[src/rtl/fft_seq_if.sv]
// rtl/fft_seq_if.sv - handshake bundle between the FFT sequencer and its datapath/source/sink
// Optional perf counters appear when FFT_SEQ_PERF_EN is defined.
interface fft_seq_if #(
    parameter int LOGN = 4
);
    logic            start;
    logic            in_valid;
    logic            ld_we;
    logic [LOGN-1:0] ld_addr;
    logic            bf_valid;
    logic            bf_ready;
    logic [LOGN-1:0] addr_a;
    logic [LOGN-1:0] addr_b;
    logic [LOGN-2:0] tw_idx;
    logic [LOGN-1:0] stage;
    logic            wb_valid;
    logic            rd_valid;
    logic            rd_ready;
    logic [LOGN-1:0] rd_addr;
    logic            busy;
    logic            done;
    logic            err;
`ifdef FFT_SEQ_PERF_EN
    logic [31:0]     cyc_cnt;
    logic [31:0]     stall_cnt;
`endif

    modport master (
        input  start, in_valid, bf_ready, wb_valid, rd_ready,
        output ld_we, ld_addr, bf_valid, addr_a, addr_b, tw_idx, stage,
               rd_valid, rd_addr, busy, done, err
`ifdef FFT_SEQ_PERF_EN
        , output cyc_cnt, stall_cnt
`endif
    );

    modport slave (
        output start, in_valid, bf_ready, wb_valid, rd_ready,
        input  ld_we, ld_addr, bf_valid, addr_a, addr_b, tw_idx, stage,
               rd_valid, rd_addr, busy, done, err
`ifdef FFT_SEQ_PERF_EN
        , input cyc_cnt, stall_cnt
`endif
    );
endinterface

[src/rtl/fft_seq_ctrl.sv]
// rtl/fft_seq_ctrl.sv - in-place radix-2 DIT FFT sequencer (load, butterfly issue, output read)
// Define FFT_SEQ_PERF_EN to add the cyc_cnt/stall_cnt performance counters.
module fft_seq_ctrl #(
    parameter int N         = 16,
    parameter int LOGN      = $clog2(N),
    parameter int MAX_OUTST = 4
) (
    input  logic      clk,
    input  logic      rst,
    fft_seq_if.master bus
);
    localparam int OW = $clog2(MAX_OUTST + 1);
    localparam logic [LOGN-1:0] LAST       = LOGN'(N - 1);
    localparam logic [LOGN-1:0] HALF_LAST  = LOGN'(N / 2 - 1);
    localparam logic [LOGN-1:0] LAST_STAGE = LOGN'(LOGN - 1);

    typedef enum logic [2:0] {S_IDLE, S_LOAD, S_CALC, S_DRAIN, S_OUT} state_t;

    state_t          state_q, state_d;
    logic [LOGN-1:0] cnt_q, cnt_d;
    logic [LOGN-1:0] j_q, j_d;
    logic [LOGN-1:0] stage_q, stage_d;
    logic [OW-1:0]   outst_q, outst_d;
    logic            err_q, err_d;
    logic            busy_q, busy_d;
    logic            done_q, done_d;

    logic [LOGN-1:0] half, pos, base, a_w, tw_w, rev;
    logic            calc, bf_valid_w, bf_xfer;

    assign calc       = (state_q == S_CALC);
    assign bf_valid_w = calc && (outst_q < OW'(MAX_OUTST));
    assign bf_xfer    = bf_valid_w && bus.bf_ready;

    // Butterfly j of stage s: groups of 2*half, offset pos within the group.
    always_comb begin
        half = LOGN'(1) << stage_q;
        pos  = j_q & (half - LOGN'(1));
        base = (j_q >> stage_q) << (stage_q + LOGN'(1));
        a_w  = base + pos;
        tw_w = pos << (LAST_STAGE - stage_q);
        rev  = '0;
        for (int i = 0; i < LOGN; i++) begin
            rev[i] = cnt_q[LOGN-1-i];
        end
    end

    always_comb begin
        state_d = state_q;
        cnt_d   = cnt_q;
        j_d     = j_q;
        stage_d = stage_q;
        outst_d = outst_q;
        err_d   = err_q;
        done_d  = 1'b0;

        case ({bf_xfer, bus.wb_valid})
            2'b10:   outst_d = outst_q + OW'(1);
            2'b01: begin
                if (outst_q == '0) err_d = 1'b1;
                else               outst_d = outst_q - OW'(1);
            end
            default: outst_d = outst_q;
        endcase

        case (state_q)
            S_IDLE: begin
                if (bus.start) begin
                    state_d = S_LOAD;
                    cnt_d   = '0;
                    j_d     = '0;
                    stage_d = '0;
                end
            end
            S_LOAD: begin
                if (bus.in_valid) begin
                    if (cnt_q == LAST) begin
                        state_d = S_CALC;
                        cnt_d   = '0;
                        j_d     = '0;
                        stage_d = '0;
                    end else begin
                        cnt_d = cnt_q + LOGN'(1);
                    end
                end
            end
            S_CALC: begin
                if (bf_xfer) begin
                    if (j_q == HALF_LAST) begin
                        state_d = S_DRAIN;
                        j_d     = '0;
                    end else begin
                        j_d = j_q + LOGN'(1);
                    end
                end
            end
            S_DRAIN: begin
                // Use the next outstanding count so the final write-back releases the barrier at once.
                if (outst_d == '0) begin
                    if (stage_q < LAST_STAGE) begin
                        stage_d = stage_q + LOGN'(1);
                        state_d = S_CALC;
                    end else begin
                        state_d = S_OUT;
                        cnt_d   = '0;
                    end
                end
            end
            S_OUT: begin
                if (bus.rd_ready) begin
                    if (cnt_q == LAST) begin
                        state_d = S_IDLE;
                        cnt_d   = '0;
                        done_d  = 1'b1;
                    end else begin
                        cnt_d = cnt_q + LOGN'(1);
                    end
                end
            end
            default: state_d = S_IDLE;
        endcase

        busy_d = (state_d != S_IDLE) || done_d;
    end

    always_ff @(posedge clk) begin
        if (!rst) begin
            state_q <= S_IDLE;
            cnt_q   <= '0;
            j_q     <= '0;
            stage_q <= '0;
            outst_q <= '0;
            err_q   <= 1'b0;
            busy_q  <= 1'b0;
            done_q  <= 1'b0;
        end else begin
            state_q <= state_d;
            cnt_q   <= cnt_d;
            j_q     <= j_d;
            stage_q <= stage_d;
            outst_q <= outst_d;
            err_q   <= err_d;
            busy_q  <= busy_d;
            done_q  <= done_d;
        end
    end

    assign bus.ld_we    = (state_q == S_LOAD) && bus.in_valid;
    assign bus.ld_addr  = (state_q == S_LOAD) ? rev : '0;
    assign bus.bf_valid = bf_valid_w;
    assign bus.addr_a   = calc ? a_w : '0;
    assign bus.addr_b   = calc ? (a_w + half) : '0;
    assign bus.tw_idx   = calc ? tw_w[LOGN-2:0] : '0;
    assign bus.stage    = stage_q;
    assign bus.rd_valid = (state_q == S_OUT);
    assign bus.rd_addr  = (state_q == S_OUT) ? cnt_q : '0;
    assign bus.busy     = busy_q;
    assign bus.done     = done_q;
    assign bus.err      = err_q;

`ifdef FFT_SEQ_PERF_EN
    logic [31:0] cyc_q, cyc_d, stall_q, stall_d;

    always_comb begin
        cyc_d   = cyc_q;
        stall_d = stall_q;
        if (state_q == S_IDLE && bus.start) begin
            cyc_d   = '0;
            stall_d = '0;
        end else begin
            if ((state_q == S_CALC || state_q == S_DRAIN) && cyc_q != '1)
                cyc_d = cyc_q + 32'd1;
            if (bf_valid_w && !bus.bf_ready && stall_q != '1)
                stall_d = stall_q + 32'd1;
        end
    end

    always_ff @(posedge clk) begin
        if (!rst) begin
            cyc_q   <= '0;
            stall_q <= '0;
        end else begin
            cyc_q   <= cyc_d;
            stall_q <= stall_d;
        end
    end

    assign bus.cyc_cnt   = cyc_q;
    assign bus.stall_cnt = stall_q;
`endif
endmodule

[src/flat_wrapper.sv]
// flat-port wrapper written by rule: the top's interface ports become plain ports
module fft_seq_ctrl_flat 
#(
    parameter int N         = 16,
    parameter int LOGN      = $clog2(N),
    parameter int MAX_OUTST = 4
)
  (clk, rst, bus_start, bus_in_valid, bus_bf_ready, bus_wb_valid, bus_rd_ready, bus_ld_we, bus_ld_addr, bus_bf_valid, bus_addr_a, bus_addr_b, bus_tw_idx, bus_stage, bus_rd_valid, bus_rd_addr, bus_busy, bus_done, bus_err);
  fft_seq_if #(.LOGN(LOGN)) bus_i ();
  input  logic clk;
  input  logic rst;
  input wire logic [$bits(bus_i.start)-1:0] bus_start;
  input wire logic [$bits(bus_i.in_valid)-1:0] bus_in_valid;
  input wire logic [$bits(bus_i.bf_ready)-1:0] bus_bf_ready;
  input wire logic [$bits(bus_i.wb_valid)-1:0] bus_wb_valid;
  input wire logic [$bits(bus_i.rd_ready)-1:0] bus_rd_ready;
  output wire logic [$bits(bus_i.ld_we)-1:0] bus_ld_we;
  output wire logic [$bits(bus_i.ld_addr)-1:0] bus_ld_addr;
  output wire logic [$bits(bus_i.bf_valid)-1:0] bus_bf_valid;
  output wire logic [$bits(bus_i.addr_a)-1:0] bus_addr_a;
  output wire logic [$bits(bus_i.addr_b)-1:0] bus_addr_b;
  output wire logic [$bits(bus_i.tw_idx)-1:0] bus_tw_idx;
  output wire logic [$bits(bus_i.stage)-1:0] bus_stage;
  output wire logic [$bits(bus_i.rd_valid)-1:0] bus_rd_valid;
  output wire logic [$bits(bus_i.rd_addr)-1:0] bus_rd_addr;
  output wire logic [$bits(bus_i.busy)-1:0] bus_busy;
  output wire logic [$bits(bus_i.done)-1:0] bus_done;
  output wire logic [$bits(bus_i.err)-1:0] bus_err;
  assign bus_i.start = bus_start;
  assign bus_i.in_valid = bus_in_valid;
  assign bus_i.bf_ready = bus_bf_ready;
  assign bus_i.wb_valid = bus_wb_valid;
  assign bus_i.rd_ready = bus_rd_ready;
  assign bus_ld_we = bus_i.ld_we;
  assign bus_ld_addr = bus_i.ld_addr;
  assign bus_bf_valid = bus_i.bf_valid;
  assign bus_addr_a = bus_i.addr_a;
  assign bus_addr_b = bus_i.addr_b;
  assign bus_tw_idx = bus_i.tw_idx;
  assign bus_stage = bus_i.stage;
  assign bus_rd_valid = bus_i.rd_valid;
  assign bus_rd_addr = bus_i.rd_addr;
  assign bus_busy = bus_i.busy;
  assign bus_done = bus_i.done;
  assign bus_err = bus_i.err;
  fft_seq_ctrl #(.N(N), .LOGN(LOGN), .MAX_OUTST(MAX_OUTST)) u_core (.clk(clk), .rst(rst), .bus(bus_i));
endmodule
[config.mk]
export PLATFORM = sky130hd
export DESIGN_NAME = fft_seq_ctrl_flat
export DESIGN_NICKNAME = d
export VERILOG_FILES = /design/src/rtl/fft_seq_if.sv /design/src/rtl/fft_seq_ctrl.sv /design/src/flat_wrapper.sv
export SDC_FILE = /design/constraint.sdc
export NUM_CORES = 1
export LEC_CHECK = 0
export CAP_MARGIN = 20
export CORE_MARGIN = 2
export CORE_UTILIZATION = 48
export DETAILED_ROUTE_END_ITERATION = 8
export MAX_ROUTING_LAYER = met4
export PLACE_DENSITY_LB_ADDON = 0.15
export SLEW_MARGIN = 5
export SYNTH_ARGS = -nofsm -noshare
export SYNTH_HDL_FRONTEND = slang
export SYNTH_SLANG_ARGS = --single-unit
[constraint.sdc]
create_clock -name clk -period 4.2 [get_ports clk]
set_input_delay 1.05 -clock clk [delete_from_list [all_inputs] [get_ports clk]]
set_output_delay 1.05 -clock clk [all_outputs]
set_load 0.005 [all_outputs]
==> summary.md, run 1 <==
| Metric | Value |
|---|---|
| Status | complete, but fails checks |
| Failing checks | setup timing |
| Setup violators final | 1 |
| Crit path required time | 3.15 ns |
| Cell count after synthesis | 255 |
| Relative slew slack | 0.4271 |
| Crit. End Element | output port |
| Largest net degree at the start of global routing | 23 |
| Warnings from Yosys | 0 |
| CTS Sinks | 21 |
| Residual DRC count | 0 |
| Post-synth ARST share | 0 |
| Area occupied by multi-input gates | 0.001540 sq mm |
| Setup ws final | -0.1608 ns |
| DRT antenna net count | 0 |
| Starting Density | 0.4925 |
| Worst Path Arrival | 3.31 ns |
| Number of flops mapped to enable cells by yosys | 0 |
| Placed Instances | 355 |
| Delay of the slowest critical-path stage | 0.46 ns |
| Max Cap Viol | 0 |
| Total grt overflow | 0 |
| # IOs | 36 |
| Post-DP Area | 0.002524 sq mm |
| Number of global-route vias before repair | 1924 |
| Fin util | 0.6922 |
| Iteration-0 DRC count of the detailed router | 128 |
| Via count | 2037 |
| Post-layout min period | 4.361 ns |
| First-pass DRT Iterations | 4 |
| Yosys cell types | 52 |
| Hold Path Class | reg -> reg |
| Share of cells above drive strength 1 | 0.2325 |
| Most frequent cells in the layout | 32 x buf_4, 31 x clkdlybuf4s50_1, 23 x nand2_1 |
| Critical Path Start Type | flip-flop |
| Clk Latency, worst-skew pair | 0.26 ns |
| Crit-path cells | buf_6 -> ha_4 -> a2111o_1 -> nor3b_2 -> ha_2 -> fa_2 -> ha_4 -> a21o_1 -> a21oi_2 -> xor2_1 -> or2_4 -> mux2i_1 -> buf_2 |
| Vias per cell | 5.596 |
| Initial antenna violation count | 0 |
| CTS Root Cell | clkbuf_8 |
| Syn Nets | 280 |
| CTS clk-pin slew, worst paths | 0.08 ns |
| Row count | 23 |
| VDD IR max | 180.8 uV |
| Final Hold Viols | 0 |
| WS Path Type | reg -> out |
| Clk_skew | 0.002183 ns |
| CP bufs+invs | 2 |
| CTS H-tree lvls | 1 |
| Pwr dens | 137.6 mW/mm^2 |
| Post-route cell area | 0.002729 sq mm |
| GPL Wtd Cong | 0.9239 |
| Layout Cells excl Fill | 364 |
| Top cell family by delay on the critical path | adder cells |
| Mean routed wirelength per cell | 14.69 microns |
| FF/Latch Area | 422.9 sq um |
| Slew Viols, Final | 0 |
| Nets | 340 |
| Horiz. Die Dim | 67.61 microns |
| Critical path's slowest cell | fa_2 |
| Global-route wire length before repair | 8556 microns |
| Post-Route WL | 5347 microns |
| CTS Buf Count | 3 |
| Syn_area_per_cell | 7.615 sq um |
| Worst-Margin Slew | 0.8575 ns |
| Seq/Total Area, Yosys | 0.2165 |
| Port bufs | 35 |
| FILL cells | 325 |
| Fin Hold WS | 0.4756 ns |
| CTS tree | built |
| Core ar. | 0.003943 sq mm |
| DIE AREA | 0.004570 sq mm |
| Clock buffer depth | 2 |
| Area Growth Syn to Fin | 40.53% |
| CTS Hold Bufs | 0 |
| Die H | 67.61 microns |
| CP most frequent cell | ha_4 |
| Max Fanout on Critical Path | 3 |
| Predominant post-synthesis flop cell | dfxtp_1 |
| Ant diodes | 0 |
| Total Routing Usage GR | 0.2508 |
| Dpl hpwl | 3863 microns |
| Static Leak | 1.135 nW |
| Fmax | 0.2293 GHz |
| Fin crit share | 1.038 |
| Synth Register Bits | 21 |
| Post-Syn Area | 0.001942 sq mm |
| Commonest non-fill, non-tap cell in the layout | buf_4 |
| RSZ-0062 raised after global routing | true |
-- flip-flops by register name, summed over array words and instances (netlist names) --
signal and flops:
u_core.bus.stage 4, u_core.cnt_q 4, u_core.j_q 4, u_core.outst_q 3, u_core.state_q 3, u_core.bus.busy 1, u_core.bus.done 1, u_core.bus.err 1
-- Yosys cell counts (2+ instances only) --
cell type,instances,area share
a211oi_1,2,0.0077
nand2_1,24,0.046
o21ai_0,19,0.049
or3b_2,2,0.0090
nor3b_1,6,0.023
a21boi_0,4,0.015
nand3b_1,3,0.012
and3b_1,3,0.014
nand2b_1,3,0.0097
and3_1,9,0.029
or2_2,2,0.0064
nand3_1,8,0.021
or3_1,4,0.013
a21oi_1,12,0.031
nor2_1,19,0.037
nor2b_1,9,0.029
a21o_1,3,0.012
xor2_1,5,0.023
ha_1,16,0.10
inv_1,13,0.025
dfxtp_1,21,0.22
and2_1,13,0.042
nor3_1,5,0.013
mux2i_1,4,0.021
a32o_1,2,0.010
fa_1,2,0.021
o31ai_1,2,0.0077
or4b_1,2,0.010
nor3b_2,2,0.013
clkbuf_1,14,0.027
-- layer usage --
layer / GRT usage / wire length, microns / up-vias
met5: - / 0 / -
met4: 0.09949 / 128 / 0
met3: 0.02833 / 202 / 11
met2: 0.4632 / 2872 / 47
met1: 0.2704 / 2144 / 958
li1: - / - / 1021
-- cell type report --
type | count | share of cell area
tap | 50 | 0.02293
inverter | 13 | 0.01788
timing repair buffer | 70 | 0.2233
clock buffer | 4 | 0.01651
sequential | 21 | 0.1550
multi-input combinational | 206 | 0.5644
-- repair_timing --
item | 4_1_cts | 5_1_grt
pin swaps | 11 | 8
resized for setup | 28 | 14
setup buffers | 3 | 2
endpoints found under the setup margin | 4 | 4
-- power by group --
part           leakage [nW]  switching, mW  internal [mW]
Clock                0.0228         0.0661         0.0676
Sequential            0.171        0.00211          0.202
Combinational         0.941         0.0199         0.0180
-- logic make-up (layout without fill, tap and decap cells) --
family                   count (synthesis)  count (layout)  share of synthesized area
AO/OA/AOI/OAI                           56              56                     0.1894
buffers and inverters                   28              87                    0.05799
multiplexers                             6               6                    0.03415
flip-flops                              21              21                     0.2165
AND/OR/NAND/NOR                        120             120                     0.3512
XOR/XNOR                                 6               6                    0.02706
adder cells (fa/ha/maj)                 18              18                     0.1237
-- final timing paths --
check / startpoint / end / slack, ns / cells past startpoint
setup / recovery: u_core.bus.stage[0]$_SDFFE_PN0P_ / bus_addr_b[3] / -0.16 / 13
hold / removal: u_core.bus.err$_SDFFE_PN0P_ / u_core.bus.err$_SDFFE_PN0P_ / 0.48 / 1
setup reg to reg: u_core.state_q[1]$_SDFF_PN0_ / u_core.cnt_q[2]$_SDFFE_PN0P_ / 0.67 / 9
hold reg to reg: u_core.bus.err$_SDFFE_PN0P_ / u_core.bus.err$_SDFFE_PN0P_ / 0.48 / 1
-- metrics by stage --
stage                     TNS, ns  total power, mW  setup WS, ns
after floorplan                 0           0.2287      0.009808
after global placement    -0.4539           0.2451       -0.4489
after detailed placement  -0.5506           0.2462       -0.4844
after CTS                 -0.1759           0.3787       -0.1759
after global routing      -0.3025           0.3916       -0.3025
final                     -0.1608           0.3755       -0.1608
Note: power is estimated with default switching activity, not from simulation.
==> run 2, diff against run 1 <==
--- a/config.mk
+++ b/config.mk
@@ -8,10 +8,13 @@
 export CAP_MARGIN = 20
 export CORE_MARGIN = 2
 export CORE_UTILIZATION = 48
+export CTS_CLUSTER_SIZE = 12
 export DETAILED_ROUTE_END_ITERATION = 8
+export GPL_TIMING_DRIVEN = 0
 export MAX_ROUTING_LAYER = met4
 export PLACE_DENSITY_LB_ADDON = 0.15
 export SLEW_MARGIN = 5
 export SYNTH_ARGS = -nofsm -noshare
 export SYNTH_HDL_FRONTEND = slang
 export SYNTH_SLANG_ARGS = --single-unit
+export TNS_END_PERCENT = 100
==> summary.md, run 2 (synthesized netlist as in run 1, its figures left out) <==
| Metric | Value |
|---|---|
| Vias per cell | 5.644 |
| Max Fanout on Critical Path | 4 |
| Power share of the clock group | 0.366 |
| Static Leak | 1.063 nW |
| R2R depth | 12 |
| Critical Path Start Type | flip-flop |
| VDD IR max | 103.0 uV |
| Worst Hold Path Cells | 1 |
| Largest net degree at the start of global routing | 14 |
| Slew Viols, Final | 0 |
| Internal Power | 284.0 uW |
| Delay of the slowest critical-path stage | 0.45 ns |
| Net Sw Power | 93.64 uW |
| Status | complete, but fails checks |
| Port bufs | 35 |
| Iteration-0 DRC count of the detailed router | 102 |
| Crit path required time | 3.15 ns |
| Ant diodes | 0 |
| # IOs | 36 |
| CTS tree | built |
| Setup violators final | 1 |
| Post-layout min period | 4.473 ns |
| Die H | 67.61 microns |
| Commonest non-fill, non-tap cell in the layout | clkdlybuf4s50_1 |
| R2R Path Start | u_core.state_q[0]$_SDFF_PN0_ |
| Crit Reg-Reg Endpoint | u_core.cnt_q[2]$_SDFFE_PN0P_ |
| Initial antenna violation count | 0 |
| Residual DRC count | 0 |
| Total grt overflow | 0 |
| Worst Path Arrival | 3.42 ns |
| GPL Wtd Cong | 0.8352 |
| Fin crit share | 1.065 |
| Critical path's slowest cell | fa_1 |
| Clock buffer depth | 2 |
| Layout Cells excl Fill | 351 |
| CTS Root Cell | clkbuf_8 |
| Row count | 23 |
| Global-route wire length before repair | 8121 microns |
| Fin util | 0.6528 |
| Top cell family by delay on the critical path | adder cells |
| First-pass DRT Iterations | 4 |
| Max Cap Viol | 0 |
| Total Routing Usage GR | 0.2377 |
| Register-to-register setup slack | 0.21 ns |
| Nets | 327 |
| WS Path Type | reg -> out |
| CTS Buf Count | 3 |
| Worst-Margin Slew | 0.8266 ns |
| Placed Instances | 340 |
| Crit. End Element | output port |
| Sum of negative setup slack | -0.2734 ns |
| Setup ws final | -0.2734 ns |
| CTS H-tree lvls | 1 |
| Final Hold Viols | 0 |
| Pwr dens | 146.7 mW/mm^2 |
| Fmax | 0.2235 GHz |
| Clk_skew | 0.003573 ns |
| CTS Sinks | 21 |
| Number of global-route vias before repair | 1857 |
| Seq pwr share | 0.532 |
| Dpl hpwl | 3516 microns |
| CTS clk-pin slew, worst paths | 0.08 ns |
| Post-Route WL | 4919 microns |
| Horiz. Die Dim | 67.61 microns |
| Share of power burned in combinational logic | 0.101 |
| DIE AREA | 0.004570 sq mm |
| Total Power | 377.6 uW |
| Hold_sp | u_core.bus.err$_SDFFE_PN0P_ |
| Via count | 1981 |
| Starting Density | 0.4925 |
| Core ar. | 0.003943 sq mm |
| Net Sw Frac | 0.2480 |
| Share of cells above drive strength 1 | 0.1528 |
| DRT antenna net count | 0 |
| Mean routed wirelength per cell | 14.01 microns |
| Hold Path Class | reg -> reg |
| Clk Latency, worst-skew pair | 0.27 ns |
| Area Growth Syn to Fin | 32.54% |
| Worst Hold End | u_core.bus.err$_SDFFE_PN0P_ |
| Most frequent cells in the layout | 31 x clkdlybuf4s50_1, 23 x nand2_1, 19 x nor2_1, 18 x o21ai_0, 15 x dfxtp_1 |
| Crit-path cells | mux2_4 -> nand2_2 -> a2111o_1 -> nor3b_2 -> ha_2 -> fa_1 -> ha_1 -> a21o_1 -> a21oi_2 -> xor2_1 -> or2_4 -> mux2i_1 -> buf_2 |
| Failing checks | setup timing |
| CP bufs+invs | 1 |
| Relative slew slack | 0.4477 |
| RSZ-0062 raised after global routing | true |
[run 2: worst max-delay path by stage]
stage | endpoint | cells past startpoint | start | slack (ns)
after detailed placement | bus_addr_b[3] | 13 | u_core.bus.stage[0]$_SDFFE_PN0P_ | -0.88
after CTS | bus_addr_b[3] | 12 | u_core.bus.stage[3]$_SDFFE_PN0P_ | -0.29
after floorplan | bus_addr_b[3] | 12 | u_core.bus.stage[2]$_SDFFE_PN0P_ | 0.01
final | bus_addr_b[3] | 13 | u_core.bus.stage[0]$_SDFFE_PN0P_ | -0.27
after global placement | bus_addr_b[3] | 13 | u_core.bus.stage[0]$_SDFFE_PN0P_ | -0.83
after global routing | bus_addr_b[3] | 12 | u_core.bus.stage[3]$_SDFFE_PN0P_ | -0.40
[run 2: cell type report]
class | count | area (sq um)
multi-input combinational | 206 | 1481
fill | 358 | 1369
sequential | 21 | 437.9
timing repair buffer | 44 | 412.9
buffer | 13 | 81.33
tap | 50 | 62.56
inverter | 13 | 48.80
clock buffer | 3 | 41.29
clock inverter | 1 | 7.507
[run 2: power by group through the flow]
stage                     clock network (mW)  registers (mW)  logic, mW
after floorplan                            0           0.208     0.0206
after global placement                     0           0.208     0.0371
after detailed placement                   0           0.208     0.0375
after CTS                              0.142           0.201     0.0380
after global routing                   0.149           0.202     0.0425
final                                  0.138           0.201     0.0383
[run 2: per-layer routing]
layer  share of wire  GRT usage
met1            0.44     0.2716
met2            0.51     0.4265
met3           0.041    0.02667
met4           0.015    0.08163
met5               0          -
[run 2: repair_timing]
| action | 4_1_cts | 5_1_grt |
|---|---|---|
| pin swaps | 11 | 2 |
| hold buffers | 0 | 0 |
| setup buffers | 8 | 1 |
| gates resized for setup | 38 | 6 |
| endpoints found under the setup margin | 6 | 8 |
[run 2: through the flow]
| step | setup slack, ns | instance area, sq um | hold slack [ns] |
|---|---|---|---|
| 2_1_floorplan | 0.009808 | 1951 | 0.4642 |
| 3_3_place_gp | -0.8285 | 2364 | 0.4569 |
| 3_5_place_dp | -0.8774 | 2364 | 0.4608 |
| 4_1_cts | -0.2852 | 2556 | 0.4820 |
| 5_1_grt | -0.4023 | 2574 | 0.5114 |
| 6_report | -0.2734 | 2574 | 0.4747 |
